$ cat config.mk
export PLATFORM = sky130hd
export DESIGN_NAME = disp_msg_scroller_flat
export DESIGN_NICKNAME = d
export VERILOG_FILES = /design/src/rtl/disp_pkg.sv /design/src/rtl/disp_msg_scroller_if.sv /design/src/rtl/char7seg_decode.sv /design/src/rtl/disp_msg_scroller.sv /design/src/flat_wrapper.sv
export SDC_FILE = /design/constraint.sdc
export NUM_CORES = 1
export LEC_CHECK = 0
export CAP_MARGIN = 10
export CORE_MARGIN = 1
export CORE_UTILIZATION = 25
export DETAILED_ROUTE_END_ITERATION = 12
export HOLD_SLACK_MARGIN = 0.15
export PLACE_DENSITY = 0.51
export SLEW_MARGIN = 20
export SYNTH_ARGS = -nofsm -noshare
export SYNTH_HDL_FRONTEND = slang
export SYNTH_HIERARCHICAL = 1
export SYNTH_SLANG_ARGS = --single-unit
$ cat constraint.sdc
create_clock -name clk -period 2.7 [get_ports clk]
set_input_delay 0.27 -clock clk [delete_from_list [all_inputs] [get_ports clk]]
set_output_delay 0.27 -clock clk [all_outputs]
set_load 0.02 [all_outputs]
$ cat src/rtl/disp_pkg.sv
// Shared definitions for the display message scroller: character codes,
// FSM state encoding and default geometry.
package disp_pkg;

    localparam int MAX_LEN_DEF = 8;
    localparam int CHAR_W_DEF  = 5;
    localparam int LEN_W_DEF   = 4;

    typedef enum logic [0:0] {
        ST_IDLE = 1'b0,
        ST_SHOW = 1'b1
    } state_t;

    // Codes 0x00-0x0F are the hex digits themselves.
    localparam logic [4:0] CH_BLANK = 5'h10;
    localparam logic [4:0] CH_DASH  = 5'h11;
    localparam logic [4:0] CH_P     = 5'h12;
    localparam logic [4:0] CH_S     = 5'h13;
    localparam logic [4:0] CH_L     = 5'h14;
    localparam logic [4:0] CH_R     = 5'h15;
    localparam logic [4:0] CH_O     = 5'h16;
    localparam logic [4:0] CH_N     = 5'h17;
    localparam logic [4:0] CH_U     = 5'h18;
    localparam logic [4:0] CH_H     = 5'h19;
    localparam logic [4:0] CH_I     = 5'h1A;

endpackage

$ cat src/rtl/disp_msg_scroller_if.sv
// Controller-to-scroller bundle: message load, advance tick and the
// digit/status outputs.
interface disp_msg_scroller_if #(
    parameter int MAX_LEN = 8,
    parameter int CHAR_W  = 5,
    parameter int LEN_W   = 4
) ();
    localparam int IDX_W = (MAX_LEN > 1) ? $clog2(MAX_LEN) : 1;

    logic                      tick;
    logic                      load;
    logic [MAX_LEN*CHAR_W-1:0] msg_in;
    logic [LEN_W-1:0]          msg_len;
    logic                      repeat_en;
    logic [6:0]                seg;
    logic [IDX_W-1:0]          char_idx;
    logic                      busy;
    logic                      done;

    modport master (
        output tick, load, msg_in, msg_len, repeat_en,
        input  seg, char_idx, busy, done
    );

    modport slave (
        input  tick, load, msg_in, msg_len, repeat_en,
        output seg, char_idx, busy, done
    );
endinterface

$ cat src/rtl/char7seg_decode.sv
// Combinational 5-bit character code to 7-segment {g,f,e,d,c,b,a} decode,
// active-high; unassigned codes blank the digit.
module char7seg_decode
    import disp_pkg::*;
(
    input  logic [4:0] i_code,
    output logic [6:0] o_seg
);

    always_comb begin
        o_seg = 7'h00;
        case (i_code)
            5'h00:    o_seg = 7'h3F;
            5'h01:    o_seg = 7'h06;
            5'h02:    o_seg = 7'h5B;
            5'h03:    o_seg = 7'h4F;
            5'h04:    o_seg = 7'h66;
            5'h05:    o_seg = 7'h6D;
            5'h06:    o_seg = 7'h7D;
            5'h07:    o_seg = 7'h07;
            5'h08:    o_seg = 7'h7F;
            5'h09:    o_seg = 7'h6F;
            5'h0A:    o_seg = 7'h77;
            5'h0B:    o_seg = 7'h7C;
            5'h0C:    o_seg = 7'h39;
            5'h0D:    o_seg = 7'h5E;
            5'h0E:    o_seg = 7'h79;
            5'h0F:    o_seg = 7'h71;
            CH_BLANK: o_seg = 7'h00;
            CH_DASH:  o_seg = 7'h40;
            CH_P:     o_seg = 7'h73;
            CH_S:     o_seg = 7'h6D;
            CH_L:     o_seg = 7'h38;
            CH_R:     o_seg = 7'h50;
            CH_O:     o_seg = 7'h5C;
            CH_N:     o_seg = 7'h54;
            CH_U:     o_seg = 7'h3E;
            CH_H:     o_seg = 7'h76;
            CH_I:     o_seg = 7'h06;
            default:  o_seg = 7'h00;
        endcase
    end

endmodule

$ cat src/rtl/disp_msg_scroller.sv
// Scrolls a latched character message across one 7-segment digit, one
// character per display tick, with optional wrap-around for banners.
module disp_msg_scroller
    import disp_pkg::*;
#(
    parameter int MAX_LEN = MAX_LEN_DEF,
    parameter int CHAR_W  = CHAR_W_DEF,
    parameter int LEN_W   = LEN_W_DEF
) (
    input logic               clk,
    input logic               rst,
    disp_msg_scroller_if.slave bus
);

    localparam int IDX_W = (MAX_LEN > 1) ? $clog2(MAX_LEN) : 1;

    state_t                    r_state;
    state_t                    w_state_nxt;
    logic [MAX_LEN*CHAR_W-1:0] r_buf;
    logic [LEN_W-1:0]          r_len;
    logic [IDX_W-1:0]          r_idx;
    logic                      r_done;
    logic [6:0]                r_seg;

    logic                      w_load_ok;
    logic                      w_last;
    logic                      w_adv;
    logic                      w_end_pass;
    logic [LEN_W-1:0]          w_eff_len;
    logic [CHAR_W-1:0]         w_char;
    logic [6:0]                w_seg_dec;

    assign w_load_ok = bus.load && (bus.msg_len != '0);
    assign w_eff_len = (bus.msg_len > LEN_W'(MAX_LEN)) ? LEN_W'(MAX_LEN) : bus.msg_len;
    assign w_last    = (LEN_W'(r_idx) == (r_len - LEN_W'(1)));
    assign w_char    = r_buf[r_idx*CHAR_W +: CHAR_W];

    char7seg_decode u_dec (
        .i_code (w_char[4:0]),
        .o_seg  (w_seg_dec)
    );

    always_ff @(posedge clk) begin
        if (rst) begin
            r_state <= ST_IDLE;
        end else begin
            r_state <= w_state_nxt;
        end
    end

    // A valid load overrides any tick in the same cycle, so an aborted
    // message never produces a done pulse.
    always_comb begin
        w_state_nxt = r_state;
        w_adv       = 1'b0;
        w_end_pass  = 1'b0;
        case (r_state)
            ST_IDLE: begin
                if (w_load_ok) w_state_nxt = ST_SHOW;
            end
            ST_SHOW: begin
                if (!w_load_ok && bus.tick) begin
                    if (w_last) begin
                        w_end_pass = 1'b1;
                        if (!bus.repeat_en) w_state_nxt = ST_IDLE;
                    end else begin
                        w_adv = 1'b1;
                    end
                end
            end
            default: w_state_nxt = ST_IDLE;
        endcase
    end

    always_ff @(posedge clk) begin
        if (rst) begin
            r_buf  <= '0;
            r_len  <= '0;
            r_idx  <= '0;
            r_done <= 1'b0;
            r_seg  <= 7'h00;
        end else begin
            r_done <= w_end_pass;
            if (w_load_ok) begin
                r_buf <= bus.msg_in;
                r_len <= w_eff_len;
                r_idx <= '0;
            end else if (w_end_pass) begin
                r_idx <= '0;
            end else if (w_adv) begin
                r_idx <= r_idx + IDX_W'(1);
            end
            // seg trails char_idx by one cycle and blanks one cycle after busy drops
            r_seg <= (r_state == ST_SHOW) ? w_seg_dec : 7'h00;
        end
    end

    assign bus.seg      = r_seg;
    assign bus.char_idx = r_idx;
    assign bus.busy     = (r_state == ST_SHOW);
    assign bus.done     = r_done;

endmodule

$ cat src/flat_wrapper.sv
// flat-port wrapper written by rule: the top's interface ports become plain ports
module disp_msg_scroller_flat import disp_pkg::*;
#(
    parameter int MAX_LEN = MAX_LEN_DEF,
    parameter int CHAR_W  = CHAR_W_DEF,
    parameter int LEN_W   = LEN_W_DEF
)
  (clk, rst, bus_tick, bus_load, bus_msg_in, bus_msg_len, bus_repeat_en, bus_seg, bus_char_idx, bus_busy, bus_done);
  disp_msg_scroller_if #(.MAX_LEN(MAX_LEN), .CHAR_W(CHAR_W), .LEN_W(LEN_W)) bus_i ();
  input logic clk;
  input logic rst;
  input wire logic [$bits(bus_i.tick)-1:0] bus_tick;
  input wire logic [$bits(bus_i.load)-1:0] bus_load;
  input wire logic [$bits(bus_i.msg_in)-1:0] bus_msg_in;
  input wire logic [$bits(bus_i.msg_len)-1:0] bus_msg_len;
  input wire logic [$bits(bus_i.repeat_en)-1:0] bus_repeat_en;
  output wire logic [$bits(bus_i.seg)-1:0] bus_seg;
  output wire logic [$bits(bus_i.char_idx)-1:0] bus_char_idx;
  output wire logic [$bits(bus_i.busy)-1:0] bus_busy;
  output wire logic [$bits(bus_i.done)-1:0] bus_done;
  assign bus_i.tick = bus_tick;
  assign bus_i.load = bus_load;
  assign bus_i.msg_in = bus_msg_in;
  assign bus_i.msg_len = bus_msg_len;
  assign bus_i.repeat_en = bus_repeat_en;
  assign bus_seg = bus_i.seg;
  assign bus_char_idx = bus_i.char_idx;
  assign bus_busy = bus_i.busy;
  assign bus_done = bus_i.done;
  disp_msg_scroller #(.MAX_LEN(MAX_LEN), .CHAR_W(CHAR_W), .LEN_W(LEN_W)) u_core (.clk(clk), .rst(rst), .bus(bus_i));
endmodule
# After elaboration in Yosys (flattened, before gate mapping)
# Memory sizes are Yosys's and may differ from the RTL's. A register that Yosys moved wholly into a read port is not among the register bits.
# Index checks and enable logic that the tools add are counted.
totals:
  regBits: 49
  romBits: 224
  input_bits: 49
  wordCells: 31
  mem_count: 1
mem_list:
  columns: ["name", "words", "word_bits", "read_ports", "rd_ports_with_merged_regs", "wr", "line", "text"]
  rows:
  - ["(name not given)", 32, 7, 1, 1, 0, "char7seg_decode.sv:12", "case (i_code)"]
classes:
  addsub: 2
  mul: 1
  magnitude_cmp: 1
  eq_ne: 1
  shift: 1
  n_mux: 12
  n_bitwise: 1
  reduce_logical: 6
ops:
  columns: ["op", "n"]
  rows:
  - ["40-bit by 7-bit indexed part select with 5-bit output", 1]
  - ["1-bit two-way mux", 10]
  - ["3-bit by 3-bit multiplier with 6-bit output (second input constant)", 1]
  - ["3-bit by 4-bit equality test with 1-bit output", 1]
  - ["4-bit > comparator (second input constant)", 1]
  - ["4-bit two-way mux", 1]
  - ["4-bit nonzero test", 1]
  - ["4-bit by 1-bit subtractor with 4-bit output (second input constant)", 1]
  - ["3-bit by 1-bit adder with 3-bit output (second input constant)", 1]
  - ["3-bit OR reduction", 1]
  - ["1-bit logical AND", 2]
  - ["1-bit one-hot mux with 2 select lines", 1]
  - ["2-bit OR reduction", 1]
  - ["1-bit zero test", 1]
  - ["1-bit NOT", 1]

# Longest topological paths before layout
depth:
  ltp_word: 7
  depth_mapped: 9
  ltp_nobuf: 8

# Modules after synthesis
# The synthesis kept the hierarchy.
modules_own_cells:
  columns: ["mod", "n_inst", "cells_each", "area_each_um2", "seq_area_each_um2"]
  rows:
  - ["disp_msg_scroller", 1, 262, 2366.0, 1121.1]
  - ["char7seg_decode", 1, 55, 469.2, 0.0]

# Worst setup path after synthesis
# No wires, ideal clock.
synth_timing:
  kind: "register -> register"
  start: "register u_core.r_idx[0] (netlist: u_core/bus.char_idx[0])"
  end: "register u_core.r_seg[1] (netlist: u_core/bus.seg[1])"
  arrival_ns: 2.716
  required_ns: 2.641
  setup_slack_ns: -0.075
  path_stages_with_launch: 9
  period_less_slack_ns: 2.775
  path_cell_list: "dfxtp_1 -> buf_2 -> mux4_2 -> mux2_2 -> inv_1 -> ha_1 -> a211o_1 -> a222oi_1 -> and2_1"
synth_between:
  elab_chain_len: 2
synth_lines:
  columns: ["item", "line", "text"]
  rows:
  - ["from (decl)", "disp_msg_scroller.sv:21", "logic [IDX_W-1:0] r_idx;"]
  - ["from (signal assigned)", "disp_msg_scroller.sv:91", "r_idx <= r_idx + IDX_W'(1);"]
  - ["3-bit by 3-bit multiplier with 6-bit output", "disp_msg_scroller.sv:36", "assign w_char = r_buf[r_idx*CHAR_W +: CHAR_W];"]
  - ["40-bit by 7-bit indexed part select with 5-bit output", "disp_msg_scroller.sv:36", null]
  - ["via u_core.w_char[1]", "disp_msg_scroller.sv:30", "logic [CHAR_W-1:0] w_char;"]
  - ["to (decl)", "disp_msg_scroller.sv:23", "logic [6:0] r_seg;"]
# The timed path passes the listed nets, and every way through them passes these cells.
# A chain may end at the register's enable or synchronous reset.

# Worst setup path after layout
# Same ends and word-level chain as after synthesis.

==> summary.txt <==
Place
  – Number of port buffers: 60
  – HPWL Detailed: 5060 um
  – RD Place Congestion: 0.794

Logic synthesis
  – Mapped Nets: 376
  – Largest cells by area after synthesis: dfxtp_1, nand2_1, mux4_2
  – Yosys top cell by area: dfxtp_1
  – Top cell type's share of synthesized area: 0.395
  – Distinct cell type count after synthesis: 54
  – Register area share after synthesis: 0.395
  – Ys Warns: 6
  – Number of synthesized flops with an enable pin: 0
  – Syn avg cell area: 8.94 um^2
  – Post-synthesis cell count: 317
  – #FFs+latches synth: 56
  – Ys async rst share: 0
  – Most used DFF post-synth: dfxtp_1
  – Post-Syn Area: 2840 um^2

Setup path
  – Crit path launch type: flop
  – CP Max Fanout: 7
  – Critical path class: flop to flop
  – Worst EP arrival: 2700 ps
  – CP Data Required Time: 2930 ps
  – Critical path's largest stage delay: 520 ps
  – Worst-path cell chain: buf_4, mux4_2, mux2_2, inv_1, ha_1, a211o_1, a222oi_1, and2_1
  – Crit. End Element: flop
  – R2R cell count: 8
  – Slowest cell on crit path: mux4_2

Floorplanning
  – Core area: 10,900 um^2
  – Die footprint: 11,800 um^2
  – Die width: 108 um
  – Starting density of the core: 0.259
  – Placement row count: 38
  – Die height: 108 um
  – I/O pins: 61

Pwr
  – Leak: 0.00137 uW
  – Pwr per Cell Area: 501 nW/um^2
  – Largest vdd supply drop: 0.366 mV

Global route
  – Number of global-route vias before repair: 2,360
  – Total track usage: 0.124
  – Gr ovfl total: 0
  – Largest net degree at the start of global routing: 47
  – First-pass GRT wire length: 11,500 um
  – Initial antenna violation count: 0

Clocking
  – CTS root buf: clkbuf_16
  – Clock buffer depth: 2
  – Num CTS Buffers: 5
  – Clk pin slew, worst setup/hold paths: 70 ps
  – Worst-Skew Late Latency: 290 ps
  – CTS sink count: 56
  – CTS tree: done
  – Post-CTS Setup Bufs: 0
  – Max H-tree Level: 2

Finish
  – Fill count: 1,146
  – Most frequent cells in the layout: nand2_1, clkdlybuf4s50_1, dfxtp_1
  – Register Area: 1120 um^2
  – Nets@finish: 429
  – Area of the multi-input gates: 1580 um^2
  – Commonest non-fill, non-tap cell in the layout: nand2_1
  – P&R area growth vs syn: 30.7%
  – N_diodes: 0
  – Finished Core Util: 0.339
  – Share of layout cells above drive strength 1: 0.127

Status
  – Status: finished, final reports clean

Timing
  – Worst slew margin: 0.465
  – Final hold vios: 0
  – Max-slew violation count: 0
  – Max Freq: 405 MHz
  – Final worst-path cycle share: 0.915
  – Tmin final: 2470 ps
  – Fin Clk Skew: 5.30 ps
  – # setup viols final: 0
  – Slew @ Worst Pin: 803 ps
  – Setup TNS: 0 ps
  – RSZ-0062 raised after global routing: false

Hold path
  – Hold Path Class: input pin to flop
  – Cells on Worst Hold Path: 2

Drt
  – Drt first pass iters: 4
  – Post-Route WL: 6700 um
  – DR iter-0 viols: 104
  – Vias: 2,369
  – DRT antenna net count: 0
  – DRC: 0
  – Routed len/inst: 13.1 um
  – Vias per cell: 4.64

Job
  – Max-cap violations: 0
final cells by class:
cell class              instances  area share
repair buffers                 68       0.177
inverters                       8     0.00810
clock inverters                 2     0.00371
flip-flops and latches         56       0.302
clock buffers                   6      0.0348
multi-input cells             231       0.427
well taps                     140      0.0473
flip-flops by register name (all words and copies together), names as in the netlist:
register	count
u_core/bus.busy	1
u_core/bus.seg	7
u_core/bus.char_idx	3
u_core/bus.done	1
u_core/r_buf	40
u_core/r_len	4
layer usage:
layer / GRT usage / share of wire / up-vias
met1: 0.160 / 0.46 / 1111
li1: - / - / 1210
met5: 0 / 0 / -
met3: 0.0223 / 0.043 / 2
met2: 0.213 / 0.49 / 46
met4: 0.0290 / 0.0069 / 0
report_power, final:
part,internal [uW],switching [uW],leakage (uW)
sequential,870,24.9,0.000460
combinational,170,152,0.000834
clock,347,291,0.0000712
worst max-delay path, delay by kind of cell (launching register included):
kind / cells / cell delay [ps]
AOI/OAI and AO/OA: 2 / 490
adders and majority gates: 1 / 260
buffers and inverters: 2 / 320
and+or+nand+nor: 1 / 160
DFF: 1 / 330
muxes: 2 / 850
stage by stage:
step,instance area (um^2),total power [uW],instances,worst slack (ps),hold WS (ps)
after floorplan,2840,1110,317,17.0,350
after global placement,3560,1240,503,234,443
after detailed placement,3560,1240,503,175,446
final,3710,1850,511,229,393
after global routing,3710,1950,511,37.6,416
after CTS,3700,1880,511,142,399
final timing paths:
check | start | endpoint | slack [ps]
worst max-delay path | u_core/bus.char_idx[0] | u_core/bus.seg[1] | 230
worst min register to register | u_core/r_buf[35] | u_core/r_buf[35] | 460
worst max register to register | u_core/bus.char_idx[0] | u_core/bus.seg[1] | 230
worst min-delay path | rst | u_core/r_len[3] | 390
Yosys cell counts, types with 2 or more instances:
master	number
o21ai_0	3
dfxtp_1	56
mux4_2	11
a211oi_1	2
ha_1	10
a21oi_1	45
nor2b_1	4
and2_1	8
clkbuf_1	14
mux2i_1	5
buf_2	4
a22o_1	2
a211o_1	2
nor3_1	2
inv_1	7
xnor2_1	4
nand2_1	88
nor4_1	2
nor2_1	4
mux2_2	5
a221o_1	2
nand3b_1	4
buf_6	2
cells by family after synthesis:
family / after synthesis / share of synthesized area
flip-flops: 56 / 0.395
buffers and inverters: 30 / 0.0481
multiplexers: 22 / 0.130
adder cells (fa/ha/maj): 10 / 0.0441
AND/OR/NAND/NOR: 121 / 0.192
AO/OA/AOI/OAI: 73 / 0.175
XOR/XNOR: 5 / 0.0154
what timing repair did:
| item | in CTS | in global routing |
|---|---|---|
| endpoints found under the setup margin | 0 | 2 |
| hold buffers | 0 | 0 |
| resized for setup | 0 | 2 |
(Power assumes the default switching activity.)
